<file path="config.mk">
export PLATFORM = sky130hd
export DESIGN_NAME = hps_cmd_decoder
export DESIGN_NICKNAME = d
export VERILOG_FILES = /design/src/rtl/hps_cmd_decoder.sv
export SDC_FILE = /design/constraint.sdc
export NUM_CORES = 1
export LEC_CHECK = 0
export CAP_MARGIN = 10
export CORE_MARGIN = 4
export CORE_UTILIZATION = 35
export DETAILED_ROUTE_END_ITERATION = 10
export PLACE_DENSITY = 0.55
export SETUP_SLACK_MARGIN = 0.1
export SKIP_CTS_REPAIR_TIMING = 1
export SYNTH_ARGS = -nofsm -noshare
export SYNTH_HDL_FRONTEND = slang
export SYNTH_SLANG_ARGS = --single-unit
</file>
<file path="constraint.sdc">
create_clock -name sys_clk -period 2.6 [get_ports sys_clk]
set_input_delay 0.39 -clock sys_clk [delete_from_list [all_inputs] [get_ports sys_clk]]
set_output_delay 0.39 -clock sys_clk [all_outputs]
set_load 0.02 [all_outputs]
</file>
<file path="src/rtl/hps_cmd_decoder.sv">
// rtl/hps_cmd_decoder.sv - HPS SPI command decoder with status/joystick/button registers and keyboard FIFO
module hps_cmd_decoder #(
    parameter logic [15:0] CORE_ID   = 16'h0000,
    parameter int          KBD_DEPTH = 8
) (
    input  logic        sys_clk,
    input  logic        reset,
    input  logic [15:0] io_din,
    input  logic        io_strobe,
    input  logic        io_enable,
    output logic [15:0] gp_in,
    output logic [15:0] buttons,
    output logic [31:0] joystick_0,
    output logic [31:0] status,
    output logic        status_set,
    output logic [7:0]  kbd_data,
    output logic        kbd_valid,
    input  logic        kbd_ready,
    output logic        kbd_overflow
);
    localparam int AW = (KBD_DEPTH > 1) ? $clog2(KBD_DEPTH) : 1;
    localparam int CW = AW + 1;

    localparam logic [7:0] CMD_BUTTONS  = 8'h01;
    localparam logic [7:0] CMD_JOY0     = 8'h02;
    localparam logic [7:0] CMD_KBD      = 8'h05;
    localparam logic [7:0] CMD_STAT_WR  = 8'h1E;
    localparam logic [7:0] CMD_STAT_RD  = 8'h1F;
    localparam logic [7:0] CMD_CORE_ID  = 8'h32;

    typedef enum logic [1:0] {ST_IDLE, ST_CMD, ST_DATA} state_t;

    state_t        state_q, state_d;
    logic [7:0]    cmd_q, cmd_d;
    logic [3:0]    idx_q, idx_d;
    logic [15:0]   stage_q, stage_d;
    logic [15:0]   gp_in_q, gp_in_d;
    logic [15:0]   buttons_q, buttons_d;
    logic [31:0]   joystick_q, joystick_d;
    logic [31:0]   status_q, status_d;
    logic          status_set_q, status_set_d;
    logic [7:0]    mem_q [KBD_DEPTH];
    logic [7:0]    mem_d [KBD_DEPTH];
    logic [AW-1:0] wr_ptr_q, wr_ptr_d;
    logic [AW-1:0] rd_ptr_q, rd_ptr_d;
    logic [CW-1:0] count_q, count_d;
    logic          overflow_q, overflow_d;

    logic          cmd_strobe, data_strobe, push, pop, full, push_ok;
    logic [15:0]   kbd_free;

    // A falling io_enable overrides any strobe arriving in the same cycle.
    assign cmd_strobe  = (state_q == ST_CMD)  && io_enable && io_strobe;
    assign data_strobe = (state_q == ST_DATA) && io_enable && io_strobe;
    assign push        = data_strobe && (cmd_q == CMD_KBD);
    assign kbd_valid   = (count_q != '0);
    assign pop         = kbd_valid && kbd_ready;
    assign full        = (count_q == CW'(KBD_DEPTH));
    assign kbd_free    = 16'(KBD_DEPTH) - 16'(count_d);

    always_ff @(posedge sys_clk) begin
        if (reset) begin
            state_q      <= ST_IDLE;
            cmd_q        <= '0;
            idx_q        <= '0;
            stage_q      <= '0;
            gp_in_q      <= '0;
            buttons_q    <= '0;
            joystick_q   <= '0;
            status_q     <= '0;
            status_set_q <= 1'b0;
            wr_ptr_q     <= '0;
            rd_ptr_q     <= '0;
            count_q      <= '0;
            overflow_q   <= 1'b0;
            for (int i = 0; i < KBD_DEPTH; i++) mem_q[i] <= '0;
        end else begin
            state_q      <= state_d;
            cmd_q        <= cmd_d;
            idx_q        <= idx_d;
            stage_q      <= stage_d;
            gp_in_q      <= gp_in_d;
            buttons_q    <= buttons_d;
            joystick_q   <= joystick_d;
            status_q     <= status_d;
            status_set_q <= status_set_d;
            wr_ptr_q     <= wr_ptr_d;
            rd_ptr_q     <= rd_ptr_d;
            count_q      <= count_d;
            overflow_q   <= overflow_d;
            mem_q        <= mem_d;
        end
    end

    always_comb begin
        state_d = state_q;
        if (!io_enable) begin
            state_d = ST_IDLE;
        end else begin
            case (state_q)
                ST_IDLE: state_d = ST_CMD;
                ST_CMD:  if (io_strobe) state_d = ST_DATA;
                ST_DATA: state_d = ST_DATA;
                default: state_d = ST_IDLE;
            endcase
        end
    end

    // Full FIFO still accepts a push when the consumer pops in the same cycle.
    always_comb begin
        mem_d      = mem_q;
        wr_ptr_d   = wr_ptr_q;
        rd_ptr_d   = rd_ptr_q;
        count_d    = count_q;
        overflow_d = overflow_q;
        push_ok    = push && (!full || pop);
        if (push_ok) begin
            mem_d[wr_ptr_q] = io_din[7:0];
            wr_ptr_d        = wr_ptr_q + 1'b1;
        end
        if (pop) rd_ptr_d = rd_ptr_q + 1'b1;
        case ({push_ok, pop})
            2'b10:   count_d = count_q + 1'b1;
            2'b01:   count_d = count_q - 1'b1;
            default: count_d = count_q;
        endcase
        if (push && !push_ok) overflow_d = 1'b1;
    end

    always_comb begin
        cmd_d        = cmd_q;
        idx_d        = idx_q;
        stage_d      = stage_q;
        gp_in_d      = gp_in_q;
        buttons_d    = buttons_q;
        joystick_d   = joystick_q;
        status_d     = status_q;
        status_set_d = 1'b0;
        if (!io_enable) begin
            gp_in_d = '0;
            stage_d = '0;
        end else if (cmd_strobe) begin
            cmd_d   = io_din[7:0];
            idx_d   = '0;
            stage_d = '0;
            case (io_din[7:0])
                CMD_STAT_RD: gp_in_d = status_q[15:0];
                CMD_CORE_ID: gp_in_d = CORE_ID;
                CMD_KBD:     gp_in_d = kbd_free;
                default:     gp_in_d = '0;
            endcase
        end else if (data_strobe) begin
            if (idx_q != 4'hF) idx_d = idx_q + 4'd1;
            gp_in_d = '0;
            case (cmd_q)
                CMD_BUTTONS: if (idx_q == 4'd0) buttons_d = io_din;
                CMD_JOY0: begin
                    if (idx_q == 4'd0) stage_d = io_din;
                    if (idx_q == 4'd1) joystick_d = {io_din, stage_q};
                end
                CMD_STAT_WR: begin
                    if (idx_q == 4'd0) stage_d = io_din;
                    if (idx_q == 4'd1) begin
                        status_d     = {io_din, stage_q};
                        status_set_d = 1'b1;
                    end
                end
                CMD_STAT_RD: if (idx_q == 4'd0) gp_in_d = status_q[31:16];
                CMD_KBD:     gp_in_d = kbd_free;
                default:     gp_in_d = '0;
            endcase
        end
    end

    assign gp_in        = gp_in_q;
    assign buttons      = buttons_q;
    assign joystick_0   = joystick_q;
    assign status       = status_q;
    assign status_set   = status_set_q;
    assign kbd_data     = kbd_valid ? mem_q[rd_ptr_q] : 8'h00;
    assign kbd_overflow = overflow_q;
endmodule

</file>
**Word level (Yosys, flattened, before mapping)**

Cells that the tools add are included.

- Register bits: 202
- Bits of input ports: 21
- Output and inout bits: 107

- Add/sub/neg operators: 6
- Magnitude comparators: 3
- Equal/unequal tests: 15
- Muxes and demuxes: 19
- Bitwise gates (word level): 6
- Reduce and logical (&&, ||, !) cells: 27

Operators by type and width:

| kind | number |
|---|---|
| $bwmux W64 | 1 |
| $pmux W16 S2 | 2 |
| $mux W16 | 3 |
| $mux W8 | 4 |
| $bmux W8 S3 | 1 |
| $demux W8 S3 | 1 |
| $eq A8 B5 Y1 const B | 3 |
| $eq A8 B3 Y1 const B | 2 |
| $reduce_and A5 Y1 | 3 |
| $mux W4 | 3 |
| $logic_and A1 B1 Y1 | 9 |
| $add A4 B1 Y4 const B | 2 |
| $eq A8 B1 Y1 const B | 1 |
| $eq A8 B2 Y1 const B | 1 |
| $ge A4 B4 Y1 const B | 2 |
| $not A3 Y4 | 2 |
| $pmux W4 S2 | 1 |
| $add A3 B1 Y3 const B | 2 |
| $pmux W2 S3 | 1 |
| $reduce_and A3 Y1 | 2 |
| $reduce_or A5 Y1 | 1 |
| $sub A4 B4 Y5 const A | 1 |
| $eq A2 B1 Y1 const B | 2 |
| $eq A2 B2 Y1 const B | 2 |
| other kinds (18) | 24 |

**Longest topological paths before layout**

- Depth in word-level cells: 11
- Depth in mapped cells: 16
- Depth with buffers taken out: 14

**Least setup slack after synthesis**

No wires, ideal clock.

- Path type: reg-to-reg
- From: register state_q[0]
- To: register gp_in_q[12], in the netlist gp_in[12]
- Setup time: 0.071 ns
- Arrival: 2.812 ns
- Data required time: 2.529 ns
- Slack: -0.283 ns
- Cell stages (with the launch flop): 16
- Period minus slack after synthesis: 2.883 ns
- Path through: dfxtp_1 -> inv_1 -> ha_1 -> and3_1 -> nand4_2 -> buf_2 -> nand2_1 -> inv_1 -> ha_1 -> a21o_1 -> a21oi_1 -> nand4_1 -> a21o_1 -> a221oi_2 -> buf_4 -> o21bai_1

- Cells in the longest elaborated chain, start to end: 11

RTL lines:

| item | line | RTL |
|---|---|---|
| from (decl) | 33 | `state_t state_q, state_d;` |
| from (signal assigned) | 78 | `state_q <= state_d;` |
| $eq A2 B2 Y1 | 54 | `assign data_strobe = (state_q == ST_DATA) && io_enable && io_strobe;` |
| $logic_and A1 B1 Y1 (2 in a row) | 54 |  |
| $logic_and A1 B1 Y1 | 55 | `assign push = data_strobe && (cmd_q == CMD_KBD);` |
| $logic_and A1 B1 Y1 | 116 | `push_ok = push && (!full \|\| pop);` |
| $eq A2 B1 Y1 or $eq A2 B2 Y1 (tied branches) | 122 | `case ({push_ok, pop})` |
| $pmux W4 S2 | 122 |  |
| $sub A4 B4 Y5 | 59 | `assign kbd_free = 16'(KBD_DEPTH) - 16'(count_d);` |
| $pmux W16 S2 | 155 | `case (cmd_q)` |
| $mux W16 | 152 | `end else if (data_strobe) begin` |
| $mux W16 | 142 | `end else if (cmd_strobe) begin` |
| to (signal assigned) | 82 | `gp_in_q <= gp_in_d;` |
| to (decl) | 37 | `logic [15:0] gp_in_q, gp_in_d;` |

Several ways; a longest one is shown, not always the timed one. The select of a mux whose other input is x is not followed.
A chain may end at the register's enable or synchronous reset.

**Final worst setup path**

- From: register cmd_q[1]
- To: register gp_in_q[13], in the netlist gp_in[13]

- Cells in the longest elaborated chain, start to end: 9

RTL lines:

| item | line | RTL |
|---|---|---|
| from (decl) | 34 | `logic [7:0] cmd_q, cmd_d;` |
| from (signal assigned) | 79 | `cmd_q <= cmd_d;` |
| $eq A8 B3 Y1 | 55, 155 |  |
| $logic_and A1 B1 Y1 | 55 |  |
| $logic_and A1 B1 Y1 | 116 |  |
| $eq A2 B1 Y1 or $eq A2 B2 Y1 (tied branches) | 122 |  |
| $pmux W4 S2 | 122 |  |
| $sub A4 B4 Y5 | 59 |  |
| $pmux W16 S2 | 155 |  |
| $mux W16 | 152 |  |
| $mux W16 (*) | 142 |  |

Mark *: on every way between the ends. The rest lies on a longest branch, timed or not. The select of a mux whose other input is x is not followed.

==> results.sh <==
export IMPL_critPathMaxFanout=6
export IMPL_power_ir_vdd_worst_mv=0.439
export IMPL_placed_cells_incl_taps=1361
export IMPL_yosys_area_top_type="sky130_fd_sc_hd__dfxtp_1"
export IMPL_postSynthRegisterBits=202
export IMPL_detail_route_wl_per_cell_um=17.9
export IMPL_yosysTopAreaCellShare_pct=48.3
export IMPL_grt_setup_unrepaired="yes"
export IMPL_status="finished with violations"
export IMPL_route_final_wire_length_mm=25.2
export IMPL_failed_checks="negative setup slack"
export IMPL_utilization_pct=48.6
export IMPL_design_final_nets=1105
export IMPL_maxSlewHeadroom_pct=37.4
export IMPL_fill_cells=2232
export IMPL_clock_latency_ns=0.51
export IMPL_floorplan_initialDensity_pct=35.7
export IMPL_whs_endpoint="kbd_overflow"
export IMPL_worst_case_clock_buffer_depth=3
export IMPL_grt_pass1_wl_mm=39.2
export IMPL_synthesis_warning_total=0
export IMPL_netlist_cell_type_count=54
export IMPL_min_delay_start="reset"
export IMPL_insertedDiodeCount=0
export IMPL_number_of_iterations_in_the_first_detailed_routing_pass=8
export IMPL_top_level_ports=128
export IMPL_detail_route_iter0_violations=523
export IMPL_power_static_leakage_nw=4.34
export IMPL_synth_top_cells_by_area="sky130_fd_sc_hd__dfxtp_1 48%, sky130_fd_sc_hd__mux2i_1 11%, sky130_fd_sc_hd__nand2_1 8.5%"
export IMPL_pin_count_of_the_biggest_net_entering_global_routing=168
export IMPL_die_width_um=163
export IMPL_period_needed_ns=2.68
export IMPL_skew_ns=0.0178
export IMPL_reg2reg_setup_slack_ns=-0.08
export IMPL_tritoncts_num_sinks=202
export IMPL_postSynth_asyncResetShare_pct=0
export IMPL_maxCapViolCount=0
export IMPL_finalMaxSlewViolations=0
export IMPL_register_area_um2=4060
export IMPL_hold_ws_ns=0.108
export IMPL_critical_path_reg2reg_endpoint="gp_in[13]"
export IMPL_worstPathRequired_ns=3.03
export IMPL_reg2reg_depth=14
export IMPL_final_layout_size_suffix_gt1_share_pct=16.6
export IMPL_worst_pin_slew_ns=0.939
export IMPL_worstSetupStartpointType="flip-flop"
export IMPL_min_path_cells=2
export IMPL_ctsRootBufferMaster="sky130_fd_sc_hd__clkbuf_16"
export IMPL_critical_path_endpoint_type="flip-flop"
export IMPL_setup_violations_final=13
export IMPL_cts_inserted_buffers=23
export IMPL_via_count_of_the_first_global_routing_pass=6713
export IMPL_die_area_um2=26500
export IMPL_layout_worst_path_cycle_share_pct=103
export IMPL_power_density_nw_per_um2=560
export IMPL_tritoncts_clock_tree="built"
export IMPL_min_delay_path_class="in -> reg"
export IMPL_die_height_um=163
export IMPL_max_freq_mhz=373
export IMPL_hpwlAfterDp_mm=16.4
export IMPL_port_buffers=127
export IMPL_drc_errors=0
export IMPL_final_setup_worst_slack_ns=-0.0801
export IMPL_synth_yosys_seq_area_share_pct=48.3
export IMPL_synth_ff_type="sky130_fd_sc_hd__dfxtp_1"
export IMPL_syn_inst=916
export IMPL_core_region_area_um2=23500
export IMPL_gp_congestion=0.844
export IMPL_antenna_found_initial=0
export IMPL_p_total_mw=6.38
export IMPL_timing_final_hold_violations=0
export IMPL_globalRouteTotalUtil_pct=18.5
export IMPL_area_of_the_multi_input_gates_um2=4160
export IMPL_number_of_enable_type_register_cells_in_the_synthesized_netlist=0
export IMPL_drt_vias_per_instance=4.95
export IMPL_num_vias=6965
export IMPL_synth_avg_cell_area_um2=9.14
export IMPL_clk_transition_reported_paths_ns=0.06
export IMPL_grt_overflow_total=0
export IMPL_setup_worst_path_class="reg -> reg"
export IMPL_area_growth_synth_to_finish_pct=36.1
export IMPL_ctsHtreeMaxLevel=1
export IMPL_worstPathArrival_ns=3.11
export IMPL_mappedNetlistArea_um2=8370
export IMPL_worstReg2RegStart="cmd_q[1]"
export IMPL_synth_net_count=949
export IMPL_rows=56
export IMPL_layout_cells_non_filler=1408
export IMPL_post_route_antenna_net_violation_count=0
worst max path at each step:
stage / from / cells past startpoint / end
after floorplan: count_q[1] / 16 / gp_in[12]
after global placement: io_enable / 13 / gp_in[11]
after detailed placement: io_enable / 13 / gp_in[11]
after CTS: rd_ptr_q[0] / 5 / kbd_data[3]
after global routing: cmd_q[1] / 14 / gp_in[15]
final: cmd_q[1] / 14 / gp_in[13]
flip-flops by register name, indices dropped and copies added, names as in the netlist:
signal        cells
gp_in            16
status           32
state_q           2
rd_ptr_q          3
mem_q            64
idx_q             4
count_q           4
cmd_q             8
stage_q          16
kbd_overflow      1
joystick_0       32
wr_ptr_q          3
buttons          16
status_set        1
power breakdown:
part | internal (mW) | leakage (nW) | switching, mW
logic | 0.0726 | 2.36 | 0.148
clock network | 1.78 | 0.352 | 1.28
registers | 3.10 | 1.63 | 0.00364
worst max-delay path, stage by stage, from the launching register on:
cell and delay, ns:
sky130_fd_sc_hd__dfxtp_2 0.33, sky130_fd_sc_hd__nor4b_4 0.25, sky130_fd_sc_hd__buf_4 0.18, sky130_fd_sc_hd__nand4_4 0.13, sky130_fd_sc_hd__nand2_4 0.10, sky130_fd_sc_hd__inv_4 0.04, sky130_fd_sc_hd__ha_4 0.19, sky130_fd_sc_hd__a21o_1 0.18
sky130_fd_sc_hd__a21oi_2 0.15, sky130_fd_sc_hd__buf_4 0.15, sky130_fd_sc_hd__nand4_1 0.08, sky130_fd_sc_hd__a21o_1 0.22, sky130_fd_sc_hd__a221oi_4 0.32, sky130_fd_sc_hd__buf_6 0.17, sky130_fd_sc_hd__o21bai_1 0.10
layout by cell type (no fill, tap or decap), types with 11 or more instances in the layout:
cell | Yosys | final
sky130_fd_sc_hd__dfxtp_1 | 202 | 195
sky130_fd_sc_hd__nor2_1 | 109 | 106
sky130_fd_sc_hd__mux4_2 | 17 | 17
sky130_fd_sc_hd__a222oi_1 | 15 | 15
sky130_fd_sc_hd__a21oi_1 | 94 | 92
sky130_fd_sc_hd__clkbuf_16 | 0 | 24
sky130_fd_sc_hd__mux2i_1 | 93 | 88
sky130_fd_sc_hd__o21bai_1 | 12 | 11
sky130_fd_sc_hd__nand2_1 | 189 | 188
sky130_fd_sc_hd__buf_4 | 3 | 63
sky130_fd_sc_hd__clkdlybuf4s50_1 | 0 | 118
routing by layer:
layer | wire [um] | up-vias | share of wire [%] | track usage (%)
met5 | 0 | - | 0 | 0
met4 | 361 | 0 | 1.4 | 4.35
met3 | 1540 | 22 | 6.1 | 3.09
met2 | 11300 | 175 | 45 | 27.7
met1 | 12000 | 3326 | 48 | 27.8
li1 | - | 3442 | - | -
Yosys cell counts (2+ instances only):
cell type,n
sky130_fd_sc_hd__o21ai_0,4
sky130_fd_sc_hd__nor4b_1,2
sky130_fd_sc_hd__o21bai_1,12
sky130_fd_sc_hd__nand4b_1,3
sky130_fd_sc_hd__or4_1,2
sky130_fd_sc_hd__mux4_2,17
sky130_fd_sc_hd__nor2_4,2
sky130_fd_sc_hd__buf_2,19
sky130_fd_sc_hd__or3_1,2
sky130_fd_sc_hd__nand3_1,9
sky130_fd_sc_hd__dfxtp_1,202
sky130_fd_sc_hd__buf_1,3
sky130_fd_sc_hd__a222oi_1,15
sky130_fd_sc_hd__buf_4,3
sky130_fd_sc_hd__inv_1,8
sky130_fd_sc_hd__inv_2,2
sky130_fd_sc_hd__or2_1,2
sky130_fd_sc_hd__o22ai_1,2
sky130_fd_sc_hd__and3_1,3
sky130_fd_sc_hd__clkbuf_1,48
sky130_fd_sc_hd__and2_1,4
sky130_fd_sc_hd__mux2i_1,93
sky130_fd_sc_hd__nor2_1,109
sky130_fd_sc_hd__nand4_2,2
sky130_fd_sc_hd__ha_1,11
sky130_fd_sc_hd__nor3_1,10
sky130_fd_sc_hd__nor4_1,2
sky130_fd_sc_hd__nand2_1,189
sky130_fd_sc_hd__a21oi_1,94
sky130_fd_sc_hd__nand2b_1,2
sky130_fd_sc_hd__nor2b_1,3
sky130_fd_sc_hd__xor2_1,6
sky130_fd_sc_hd__a21o_1,2
sky130_fd_sc_hd__nand3_2,2
sky130_fd_sc_hd__xnor2_1,5
sky130_fd_sc_hd__nand4_1,4
cell type report:
type                       instances  share of cell area (%)
timing repair buffer             204                    17.7
clock buffer                      35                    5.88
multi-input combinational        631                    36.5
clock inverter                     7                   0.395
inverter                          10                   0.417
sequential                       202                    35.6
tap                              319                    3.50
metrics by stage:
| stage | setup TNS (ns) | setup WS (ns) | instance area, um^2 |
|---|---|---|---|
| floorplan | -1.37 | -0.136 | 8450 |
| global placement | -9.03 | -0.457 | 10500 |
| detailed placement | -9.27 | -0.478 | 10500 |
| CTS | -4.19 | -0.320 | 11200 |
| global route | -2.65 | -0.208 | 11400 |
| finish | -0.928 | -0.0801 | 11400 |
logic make-up after synthesis:
family	Yosys count	synth area share, %
adder cells (fa/ha/maj)	12	1.88
flip-flops	202	48.3
XOR/XNOR	11	1.15
AO/OA/AOI/OAI	138	10.0
multiplexers	110	15.7
buffers and inverters	83	4.14
AND/OR/NAND/NOR	360	18.9
Power figures use the tool's default switching activity.
